File: src/rtl/serial_add_sched_if.sv
// Request/operand/result bundle between two client requesters and the
// shared bit-serial adder scheduler.
interface serial_add_sched_if #(
  parameter int WIDTH = 8
);
  logic             req0;
  logic [WIDTH-1:0] a0;
  logic [WIDTH-1:0] b0;
  logic             cin0;
  logic             req1;
  logic [WIDTH-1:0] a1;
  logic [WIDTH-1:0] b1;
  logic             cin1;
  logic             gnt0;
  logic             gnt1;
  logic             busy;
  logic             done;
  logic             done_id;
  logic [WIDTH-1:0] sum;
  logic             cout;

  modport master (
    output req0, a0, b0, cin0, req1, a1, b1, cin1,
    input  gnt0, gnt1, busy, done, done_id, sum, cout
  );

  modport slave (
    input  req0, a0, b0, cin0, req1, a1, b1, cin1,
    output gnt0, gnt1, busy, done, done_id, sum, cout
  );
endinterface

File: src/rtl/serial_add_sched.sv
// Round-robin scheduler sharing one 1-bit full-adder cell between two
// requesters; operands are added LSB first, one bit per clock.
module fullAdder (
  input  logic a,
  input  logic b,
  input  logic ci,
  output logic s,
  output logic co
);
  assign s  = a ^ b ^ ci;
  assign co = (a & b) | (ci & (a ^ b));
endmodule

module serial_add_sched #(
  parameter int WIDTH = 8
) (
  input  logic              clk,
  input  logic              rst,
  serial_add_sched_if.slave bus
);
  localparam int CNT_W = $clog2(WIDTH);

  typedef enum logic [1:0] {IDLE, RUN, DONE} state_t;

  state_t           state, state_nxt;
  logic [WIDTH-1:0] sa, sb, ps, sum_r;
  logic [CNT_W-1:0] cnt;
  logic             cr, owner, rr_ptr, cout_r, done_id_r;
  logic             any_req, winner, last_bit;
  logic             fa_s, fa_co;

  fullAdder u_fa (
    .a  (sa[0]),
    .b  (sb[0]),
    .ci (cr),
    .s  (fa_s),
    .co (fa_co)
  );

  assign any_req  = bus.req0 | bus.req1;
  // A lone requester wins outright; on contention the pointer decides.
  assign winner   = (bus.req0 & bus.req1) ? rr_ptr : bus.req1;
  assign last_bit = (cnt == CNT_W'(WIDTH - 1));

  always_ff @(posedge clk or posedge rst) begin
    if (rst) state <= IDLE;
    else     state <= state_nxt;
  end

  always_comb begin
    state_nxt = state;
    case (state)
      IDLE:    if (any_req)  state_nxt = RUN;
      RUN:     if (last_bit) state_nxt = DONE;
      DONE:    state_nxt = IDLE;
      default: state_nxt = IDLE;
    endcase
  end

  // cnt is zero only in the first RUN cycle, so that cycle is the grant pulse.
  always_comb begin
    bus.busy = (state != IDLE);
    bus.done = (state == DONE);
    bus.gnt0 = (state == RUN) && (cnt == '0) && !owner;
    bus.gnt1 = (state == RUN) && (cnt == '0) && owner;
  end

  always_ff @(posedge clk or posedge rst) begin
    if (rst) begin
      sa        <= '0;
      sb        <= '0;
      ps        <= '0;
      cr        <= 1'b0;
      cnt       <= '0;
      owner     <= 1'b0;
      rr_ptr    <= 1'b0;
      sum_r     <= '0;
      cout_r    <= 1'b0;
      done_id_r <= 1'b0;
    end else begin
      case (state)
        IDLE: begin
          if (any_req) begin
            sa    <= winner ? bus.a1 : bus.a0;
            sb    <= winner ? bus.b1 : bus.b0;
            cr    <= winner ? bus.cin1 : bus.cin0;
            cnt   <= '0;
            owner <= winner;
          end
        end
        RUN: begin
          ps  <= {fa_s, ps[WIDTH-1:1]};
          cr  <= fa_co;
          sa  <= sa >> 1;
          sb  <= sb >> 1;
          cnt <= cnt + 1'b1;
          if (last_bit) begin
            sum_r     <= {fa_s, ps[WIDTH-1:1]};
            cout_r    <= fa_co;
            done_id_r <= owner;
            rr_ptr    <= ~owner;
          end
        end
        default: ;
      endcase
    end
  end

  assign bus.sum     = sum_r;
  assign bus.cout    = cout_r;
  assign bus.done_id = done_id_r;
endmodule

File: src/flat_wrapper.sv
// flat-port wrapper written by rule: the top's interface ports become plain ports
module serial_add_sched_flat 
#(
  parameter int WIDTH = 8
)
  (clk, rst, bus_req0, bus_a0, bus_b0, bus_cin0, bus_req1, bus_a1, bus_b1, bus_cin1, bus_gnt0, bus_gnt1, bus_busy, bus_done, bus_done_id, bus_sum, bus_cout);
  serial_add_sched_if #(.WIDTH(WIDTH)) bus_i ();
  input  logic clk;
  input  logic rst;
  input wire logic [$bits(bus_i.req0)-1:0] bus_req0;
  input wire logic [$bits(bus_i.a0)-1:0] bus_a0;
  input wire logic [$bits(bus_i.b0)-1:0] bus_b0;
  input wire logic [$bits(bus_i.cin0)-1:0] bus_cin0;
  input wire logic [$bits(bus_i.req1)-1:0] bus_req1;
  input wire logic [$bits(bus_i.a1)-1:0] bus_a1;
  input wire logic [$bits(bus_i.b1)-1:0] bus_b1;
  input wire logic [$bits(bus_i.cin1)-1:0] bus_cin1;
  output wire logic [$bits(bus_i.gnt0)-1:0] bus_gnt0;
  output wire logic [$bits(bus_i.gnt1)-1:0] bus_gnt1;
  output wire logic [$bits(bus_i.busy)-1:0] bus_busy;
  output wire logic [$bits(bus_i.done)-1:0] bus_done;
  output wire logic [$bits(bus_i.done_id)-1:0] bus_done_id;
  output wire logic [$bits(bus_i.sum)-1:0] bus_sum;
  output wire logic [$bits(bus_i.cout)-1:0] bus_cout;
  assign bus_i.req0 = bus_req0;
  assign bus_i.a0 = bus_a0;
  assign bus_i.b0 = bus_b0;
  assign bus_i.cin0 = bus_cin0;
  assign bus_i.req1 = bus_req1;
  assign bus_i.a1 = bus_a1;
  assign bus_i.b1 = bus_b1;
  assign bus_i.cin1 = bus_cin1;
  assign bus_gnt0 = bus_i.gnt0;
  assign bus_gnt1 = bus_i.gnt1;
  assign bus_busy = bus_i.busy;
  assign bus_done = bus_i.done;
  assign bus_done_id = bus_i.done_id;
  assign bus_sum = bus_i.sum;
  assign bus_cout = bus_i.cout;
  serial_add_sched #(.WIDTH(WIDTH)) u_core (.clk(clk), .rst(rst), .bus(bus_i));
endmodule
File: config.mk
export PLATFORM = sky130hd
export DESIGN_NAME = serial_add_sched_flat
export DESIGN_NICKNAME = d
export VERILOG_FILES = /design/src/rtl/serial_add_sched_if.sv /design/src/rtl/serial_add_sched.sv /design/src/flat_wrapper.sv
export SDC_FILE = /design/constraint.sdc
export NUM_CORES = 1
export LEC_CHECK = 0
export CORE_AREA = 3 3 78 58
export DETAILED_ROUTE_END_ITERATION = 12
export DIE_AREA = 0 0 81 61
export MAX_ROUTING_LAYER = met4
export PLACE_DENSITY = 0.89
export SYNTH_ARGS = -nofsm -noshare
export SYNTH_HDL_FRONTEND = slang
export SYNTH_SLANG_ARGS = --single-unit
File: constraint.sdc
create_clock -name clk -period 4.1 [get_ports clk]
set_input_delay 0.82 -clock clk [delete_from_list [all_inputs] [get_ports clk]]
set_output_delay 0.82 -clock clk [all_outputs]
set_load 0.005 [all_outputs]
==> out/results.tsv <==
stage	metric	value	unit
placed_design	io_buffers	51	
finish	layout_common_cells	51 x clkdlybuf4s50_1, 42 x nand2_1, 41 x dfrtp_1, 20 x nand3_1, 17 x mux2i_1	
clock_tree	cts_root_buffer	clkbuf_8	
synth	synth_seq_area_share	0.517	
power_and_ir_drop	power_frac_seq	0.394	
timing	clock-skew-final	7.61	ps
clock_tree	clk_pin_slew	80	ps
clock_tree	clk_latency	300	ps
timing	worstMarginPinSlew	858	ps
synth	syn_area	1990	um^2
power_and_ir_drop	clock_power_share	0.208	
power_and_ir_drop	switching_share	0.342	
critical_path	r2r-end	u_core.sb[5]	
clock_tree	cts_max_level	2	
synth	synth_cell_types	25	
die	initial_utilization	0.516	
min_path	worstHoldPathCells	2	
timing	min_period_over_period	0.643	
synth	yosys_warnings	0	
die	io_pins	52	
critical_path	arrival	1820	ps
finish	regArea	1030	um^2
clock_tree	postCtsHoldBufs	0	
clock_tree	cts_tree	built	
route	drt_iter0_drc	170	
finish	multi_input_area	846	um^2
route	wl_met2	1950	um
placed_design	placed_area	2500	um^2
synth	syn_area_per_cell	10.9	um^2
grt	grt_max_degree	40	
power_and_ir_drop	comb_power_share	0.398	
timing	drv_slew	0	
grt	grtUsageTotal	0.193	
route	num_vias	1508	
route	via_per_inst	5.29	
grt	grt_pass1_vias	1457	
finish	final_common_cell	clkdlybuf4s50_1	
finish	fin_area	2640	um^2
min_path	hold_end	u_core.ps[1]	
timing	relSlewSlack	0.426	
route	routedWlPerCell	14.4	um
synth	postSynthRegisterBits	41	
critical_path	end_kind	output pin	
die	design.core.area	3850	um^2
critical_path	required	3280	ps
clock_tree	clock-sinks	41	
finish	syn2layout_area_growth	32.8	%
grt	antenna_found_initial	0	
power_and_ir_drop	power	1.82	mW
die	rows	19	
critical_path	critPathLaunchType	register	
route	routed.top_layer	met4	
grt	overflow	0	
power_and_ir_drop	power_switching	0.625	mW
grt	grt_pass1_wl	6790	um
clock_tree	cts_resized	0	
flow_run	cap_viol_max_count	0	
route	wl_met1	1780	um
clock_tree	cts_setup_buffers	0	
critical_path	rr_worst_depth	4	
finish	fill_cells	303	
route	drtPass1Iterations	4	
timing	rsz0062_at_grt	false	
placed_design	gp_congestion	0.731	
synth	syn_nets	224	
finish	diodes	0	
finish	nets	274	
die	die_x	81	um
status	status	finished clean	
route	remaining_drc_errors	0	
finish	layout-drive-gt1-share	0.133	
route	postRouteWirelength	4110	um
critical_path	rr_startpoint	u_core.state[1]	
die	dieHeight	61	um
route	ant_nets	0	
critical_path	worstPathMaxFanout	4	
power_and_ir_drop	p_int	1.20	mW
die	die_area	4940	um^2
timing	holdWs	500	ps
timing	tns	0	ps
clock_tree	cts_buffers	5	
clock_tree	cts_buffer_depth	2	
power_and_ir_drop	powerDensity	692	nW/um^2
synth	syn_inst	182	
timing	period_needed	2640	ps
power_and_ir_drop	ir_worst_vdd	0.327	mV
critical_path	reg2reg_setup_slack	2530	ps
min_path	min_from	u_core.ps[1]	
route	dr_wl_met3	268	um
timing	final-setup-viol-count	0	
power_and_ir_drop	leakagePower	1.23	nW
timing	max_freq	0.379	GHz
placed_design	dp_hpwl	2860	um
critical_path	worstSetupPathType	reg -> out	
timing	final_hold_viol_count	0	
min_path	hold_path.class	reg -> reg	
## registers in the layout (all words and copies together), names as in the netlist
name                count
u_core.state            2
u_core.owner            1
u_core.bus.done_id      1
u_core.sa               8
u_core.cr               1
u_core.bus.cout         1
u_core.sb               8
u_core.ps               7
u_core.rr_ptr           1
u_core.bus.sum          8
u_core.cnt              3
## cell usage after synthesis
library cell / count / area share
or2_1: 1 / 0.0032
o211ai_1: 11 / 0.042
buf_6: 4 / 0.023
dfrtp_1: 41 / 0.52
nand2_4: 1 / 0.0057
nor2b_1: 2 / 0.0063
inv_1: 5 / 0.0095
nor4b_1: 1 / 0.0044
nand2b_1: 1 / 0.0032
nand2_1: 42 / 0.079
fa_1: 1 / 0.010
buf_2: 3 / 0.0076
and4b_1: 1 / 0.0050
buf_4: 1 / 0.0038
mux2_2: 10 / 0.057
o21ai_0: 4 / 0.010
ha_1: 3 / 0.019
mux2i_1: 17 / 0.086
o21bai_4: 1 / 0.0095
nand3_1: 20 / 0.050
o21ai_1: 2 / 0.0050
buf_8: 1 / 0.0076
o21ai_2: 1 / 0.0044
o211ai_2: 4 / 0.025
clkbuf_1: 4 / 0.0076
## power by group through the flow
| stage | sequential, mW | clock, mW | combinational (mW) |
|---|---|---|---|
| 2_1_floorplan | 0.693 | 0 | 0.509 |
| 3_3_place_gp | 0.711 | 0 | 0.699 |
| 3_5_place_dp | 0.718 | 0 | 0.733 |
| 4_1_cts | 0.717 | 0.382 | 0.736 |
| 5_1_grt | 0.743 | 0.400 | 0.817 |
| 6_report | 0.719 | 0.380 | 0.727 |
## kinds of logic after synthesis
group / count (synthesis) / share of synthesized area
adders and majority gates: 4 / 0.0290
and+or+nand+nor: 69 / 0.158
DFF: 41 / 0.517
buffers and inverters: 18 / 0.0586
AOI/OAI and AO/OA: 23 / 0.0958
muxes: 27 / 0.142
## stage by stage
step / std cells / util / setup WS [ps]
3_3_place_gp: 277 / 0.650 / 1730
2_1_floorplan: 182 / - / 2210
5_1_grt: 285 / 0.685 / 1330
6_report: 285 / 0.685 / 1460
4_1_cts: 285 / 0.685 / 1430
3_5_place_dp: 277 / 0.650 / 1680
## routing by layer
metal | up-vias | track usage
met4 | 0 | 0.0892
li1 | 727 | -
met5 | - | -
met3 | 12 | 0.0549
met2 | 57 | 0.290
met1 | 712 | 0.245
## worst max-delay path, cell delays in order, from the launching register on
cell	delay [ps]
dfrtp_1	430
inv_1	90
ha_1	150
nor4b_1	290
clkdlybuf4s50_1	570
## area by class of cell
| type | count | share of cell area |
|---|---|---|
| sequential | 41 | 0.389 |
| clock buffer | 5 | 0.0261 |
| inverter | 5 | 0.00712 |
| tap | 52 | 0.0247 |
| clock inverter | 3 | 0.0247 |
| timing repair buffer | 56 | 0.208 |
| multi-input combinational | 123 | 0.321 |
## worst max-delay path by stage
stage,start,end,slack (ps),depth (start not counted)
global route,u_core.cnt[0],bus_gnt0,1330,4
detailed placement,bus_req1,u_core.state[0],1680,3
CTS,u_core.cnt[0],bus_gnt0,1430,4
global placement,bus_req1,u_core.sb[2],1730,3
floorplan,u_core.state[1],bus_gnt0,2210,3
finish,u_core.cnt[0],bus_gnt0,1460,4
Note: power is estimated with default switching activity, not from simulation.
==> patch 1: new RTL, config.mk and constraints unchanged <==
`WIDTH` is set to 8 in 3 places; all go to 4.
--- a/src/rtl/serial_add_sched_if.sv
+++ b/src/rtl/serial_add_sched_if.sv
@@ -1,7 +1,7 @@
 // Request/operand/result bundle between two client requesters and the
 // shared bit-serial adder scheduler.
 interface serial_add_sched_if #(
-  parameter int WIDTH = 8
+  parameter int WIDTH = 4
 );
   logic             req0;
   logic [WIDTH-1:0] a0;
--- a/src/rtl/serial_add_sched.sv
+++ b/src/rtl/serial_add_sched.sv
@@ -12,7 +12,7 @@
 endmodule
 
 module serial_add_sched #(
-  parameter int WIDTH = 8
+  parameter int WIDTH = 4
 ) (
   input  logic              clk,
   input  logic              rst,
--- a/src/flat_wrapper.sv
+++ b/src/flat_wrapper.sv
@@ -1,7 +1,7 @@
 // flat-port wrapper written by rule: the top's interface ports become plain ports
 module serial_add_sched_flat 
 #(
-  parameter int WIDTH = 8
+  parameter int WIDTH = 4
 )
   (clk, rst, bus_req0, bus_a0, bus_b0, bus_cin0, bus_req1, bus_a1, bus_b1, bus_cin1, bus_gnt0, bus_gnt1, bus_busy, bus_done, bus_done_id, bus_sum, bus_cout);
   serial_add_sched_if #(.WIDTH(WIDTH)) bus_i ();
Interface: changed (5 resized); port bits go from 52 to 32. No check against the original RTL was run, so the function may have changed too.
==> patch 1 against the original RTL <==
  * Final area decreased by 40%
  * Synthesized cell count decreased by 41%
  * Worst setup slack worse by 0.097 ns
  * Register-to-register slack worse by 0.03 ns
  * Global-route usage shrank 8.5 points
  * Sequential cell count decreased by 17
  * Via count is 43% lower
  * Combinational power is 32% lower
  * Wire length is 45% lower
  * Hold slack got worse by 0.017 ns
  * Maximum frequency fell by 3.6%
  * Final cell count down 34%
  * Synthesized area shrank 40%
  * Power down 41%
==> patch 1: results (changes against the original RTL) <==
register area share after synthesis 0.5074 (was 0.5167); Clock Skews 0.002451 ns (was 0.007609 ns); Leak 0.7315 nW (was 1.232 nW); post-synthesis mux area share 0.1332 (was 0.1424); NumNets Final 163 (was 274); vias in the first global route 855 (was 1457); met2 Track Usage GR 0.1754 (was 0.2901); Distinct cells, synth 23 (was 25); top cells by area, synth dfrtp_1 51%, mux2i_1 7.6%, o211ai_2 7.4% (was dfrtp_1 52%, mux2i_1 8.6%, nand2_1 7.9%); Worst R2R Path Depth 3 (was 4); WHS 0.4830 ns (was 0.5002 ns); CTS buffer count 3 (was 5); Via density 4.571 (was 5.291); Critical Path Max Stage Delay 0.52 ns (was 0.57 ns); gpl congestion 0.7252 (was 0.7312); H-tree Lvls 1 (was 2); cell count after placement 185 (was 277); status complete, no violations (unchanged); gr usage total 0.1081 (was 0.1933); first-pass GRT wire length 3.898 mm (was 6.789 mm); data arrival time of the critical path 1.91 ns (was 1.82 ns); largest net degree at the start of global routing 25 (was 40); hpwl dp 1.656 mm (was 2.858 mm); routed wire length 2.273 mm (was 4.113 mm); worst-path fanout max 14 (was 4); synth cell count leaders 24 x dfrtp_1, 21 x nand2_1, 11 x nand3_1 (was 42 x nand2_1, 41 x dfrtp_1, 20 x nand3_1); Post-synth top flop dfrtp_1 (unchanged); syn_nets 132 (was 224); DR iter-0 viols 60 (was 170); CP max-delay cell and2b_1 (was clkdlybuf4s50_1); DRT met1 WL 1.045 mm (was 1.781 mm); Worst VDD drop 0.2850 mV (was 0.3267 mV); met2 wire length 1.054 mm (was 1.952 mm); Switching Fraction 0.3595 (was 0.3423); R2R Setup Slk 2.50 ns (was 2.53 ns); R2R Path End u_core.bus.cout (was u_core.sb[5]); Rel. slew slack 0.4180 (was 0.4263); M1 GR Usage 0.1294 (was 0.2447); Syn Area/Cell 11.06 um2 (was 10.91 um2); met3 WL post-DR 173 um (was 268 um); DR WL/cell 12.03 um (was 14.43 um); later-pin clock latency in the skew report 0.26 ns (was 0.30 ns); post-synthesis compound-gate area fraction 0.1195 (was 0.09578); Buffers on Ports 31 (was 51); Top Layer Used met3 (was met4)
[patch 1: cell types whose count changed after synthesis, moves of 4 or more]
cell / change
nand2_1: -21
dfrtp_1: -17
o211ai_1: -11
nand3_1: -9
mux2i_1: -8
mux2_2: -4
[patch 1: cell type report]
cell class	count	area [um2]
clock buffer	4	55.05
fill	376	2273
inverter	5	18.77
multi-input combinational	72	520.5
sequential	24	600.6
tap	52	65.06
timing repair buffer	32	317.8
[patch 1: power by group through the flow]
stage	Sequential, mW	Combinational (mW)	Clock (mW)
2_1_floorplan	0.415	0.362	0
3_3_place_gp	0.427	0.492	0
3_5_place_dp	0.431	0.503	0
4_1_cts	0.427	0.506	0.161
5_1_grt	0.444	0.562	0.171
6_report	0.426	0.497	0.157
[patch 1: per-stage QoR]
| stage | setup slack (ns) | total power [mW] | cell area, um2 |
|---|---|---|---|
| after global routing | 1.242 | 1.178 | 1578 |
| after floorplan | 2.312 | 0.7766 | 1184 |
| after detailed placement | 1.645 | 0.9341 | 1523 |
| after global placement | 1.656 | 0.9189 | 1523 |
| after CTS | 1.339 | 1.093 | 1578 |
| final | 1.366 | 1.081 | 1578 |
[patch 1: worst max-delay path: cells and delay by family (launching register included)]
family / cells / cell delay (ns)
buf+inv: 1 / 0.50
flops: 1 / 0.40
simple gates: 2 / 0.75
[patch 1: worst max path at each step]
stage,cells past startpoint,startpoint,endpoint,slack (ns)
6_report,3,u_core.state[1],bus_gnt1,1.37
5_1_grt,4,u_core.state[1],bus_gnt0,1.24
4_1_cts,3,u_core.state[1],bus_gnt1,1.34
3_5_place_dp,4,u_core.state[1],bus_gnt0,1.65
3_3_place_gp,3,u_core.state[1],bus_gnt1,1.66
2_1_floorplan,4,u_core.state[1],bus_gnt0,2.31
==> patch 2: new RTL, config.mk and constraints unchanged <==
Without the edit above. Reset style: synchronous (`rst`), changed in 2 clocked blocks.
--- a/src/rtl/serial_add_sched.sv
+++ b/src/rtl/serial_add_sched.sv
@@ -42,7 +42,7 @@
   assign winner   = (bus.req0 & bus.req1) ? rr_ptr : bus.req1;
   assign last_bit = (cnt == CNT_W'(WIDTH - 1));
 
-  always_ff @(posedge clk or posedge rst) begin
+  always_ff @(posedge clk) begin
     if (rst) state <= IDLE;
     else     state <= state_nxt;
   end
@@ -65,7 +65,7 @@
     bus.gnt1 = (state == RUN) && (cnt == '0) && owner;
   end
 
-  always_ff @(posedge clk or posedge rst) begin
+  always_ff @(posedge clk) begin
     if (rst) begin
       sa        <= '0;
       sb        <= '0;
Behaviour: differs if rst is asserted again (counterexample within 4 cycles, from zero or initial values and one cycle with rst high); with rst held inactive, the same outputs for 10 cycles.
==> patch 2 against the original RTL <==
  * Wire length decreased by 8.2%
  * Utilization is 4.4 points lower
  * Sequential cell count is the same
  * Register-to-register slack worse by 0.17 ns
  * Worst setup slack worse by 0.17 ns
  * Synthesized cell count grew 7.7%
  * Synthesized area down 6.9%
  * Sequential share of layout area decreased by 5.6 points
  * Final area is 6.5% lower
Power is not compared: it rests on default switching activity, and its combinational part moved more than twofold at a synthesized area within 25%.
==> patch 2: results (changes against the original RTL) <==
status complete, no violations (unchanged); Distinct cells, synth 31 (was 25); DR WL/cell 12.85 um (was 14.43 um); syn_nets 238 (was 224); hpwl dp 2.765 mm (was 2.858 mm); data arrival time of the critical path 1.99 ns (was 1.82 ns); Worst VDD drop about 0.17 mV; hold endpoint u_core.bus.sum[5] (was u_core.ps[1]); first-pass GRT wire length 6.368 mm (was 6.789 mm); Clock Skews 0.006357 ns (was 0.007609 ns); met2 Track Usage GR 0.2854 (was 0.2901); Filler cells 315 (was 303); DR vias 1498 (was 1508); R2R Path End u_core.rr_ptr (was u_core.sb[5]); CTS root buffer clkbuf_8 (unchanged); WHS Path Cells 2 (unchanged); gr usage total 0.1749 (was 0.1933); min-delay src u_core.bus.sum[5] (was u_core.ps[1]); M1 GR Usage 0.2113 (was 0.2447); total setup buffers inserted after CTS 0 (unchanged); share of flip-flops with an asynchronous set or reset 0 (was 1.000); top cells by area, synth dfxtp_1 44%, mux2i_1 9.2%, nand2_1 7.9% (was dfrtp_1 52%, mux2i_1 8.6%, nand2_1 7.9%); Crit Reg-Reg Startpoint u_core.state[0] (was u_core.state[1]); worst-path fanout max 11 (was 4); ratio of cells with drive above 1 in the final layout 0.1116 (was 0.1330); met3 Track Usage GR 0.04303 (was 0.05490); Buffers on Ports 51 (unchanged); R2R Setup Slk 2.36 ns (was 2.53 ns); Worst Tran Pin Value 0.7798 ns (was 0.8582 ns); CP max-delay cell clkdlybuf4s50_1 (unchanged); drt pass-1 iters 4 (unchanged); Final ANT Viol Nets 0 (unchanged); NumNets Final 283 (was 274); CTS buffer count 5 (unchanged); DR iter-0 viols 67 (was 170); synth cell count leaders 41 x dfxtp_1, 39 x nand2_1, 23 x a21oi_1 (was 42 x nand2_1, 41 x dfrtp_1, 20 x nand3_1); largest net degree at the start of global routing 42 (was 40); YS warnings 0 (unchanged); delay-heaviest family, CP simple AND/OR/NAND/NOR gates (was buffers and inverters); Worst R2R Path Depth 5 (was 4); crit path kind flip-flop to output port (unchanged); gpl congestion 0.7686 (was 0.7312); register area share after synthesis 0.4441 (was 0.5167)
==> patch 2: cell types whose count changed after synthesis, sizes merged, moves of 10 or more <==
cell	unedited run	this run
o22ai	0	15
a22oi	0	15
mux2	10	0
nand3	20	2
a21oi	0	23
dfxtp	0	41
dfrtp	41	0
o211ai	15	0
==> patch 2: where the power goes <==
part / total, mW / switching, mW / internal, mW
logic: 0.126 / 0.0550 / 0.0705
clock network: 0.323 / 0.141 / 0.182
registers: 0.428 / 0.0119 / 0.417
==> patch 2: through the flow <==
stage | hold slack [ns] | util | setup slack (ns) | cell area (um2) | cells
2_1_floorplan | 0.4321 | - | 2.143 | 1848 | 196
3_3_place_gp | 0.4408 | 0.6108 | 1.422 | 2352 | 286
3_5_place_dp | 0.4477 | 0.6108 | 1.344 | 2352 | 286
4_1_cts | 0.4588 | 0.6407 | 1.265 | 2467 | 294
5_1_grt | 0.4713 | 0.6407 | 1.167 | 2467 | 294
6_report | 0.4547 | 0.6407 | 1.288 | 2467 | 294
==> patch 2: cell families after synthesis <==
kind of cell	Yosys count	share of synthesized area
adder cells (fa/ha/maj)	4	0.03115
multiplexers	17	0.09208
buffers and inverters	19	0.05890
AO/OA/AOI/OAI	57	0.2302
flip-flops	41	0.4441
AND/OR/NAND/NOR	58	0.1435
==> patch 2: final cells by class <==
cell class                 instances  area (um2)  share of cell area
clock buffer                       5       68.82             0.02789
clock inverter                     3       46.29             0.01876
inverter                           3       11.26            0.004564
multi-input combinational        136       922.1              0.3737
sequential                        41       820.8              0.3327
tap                               52       65.06             0.02637
timing repair buffer              54       533.0              0.2160
==> patch 2: per-layer routing <==
metal	part of all wire	routed length [um]
met5	0	0
met4	0.014	53
met3	0.039	146
met2	0.47	1768
met1	0.48	1809
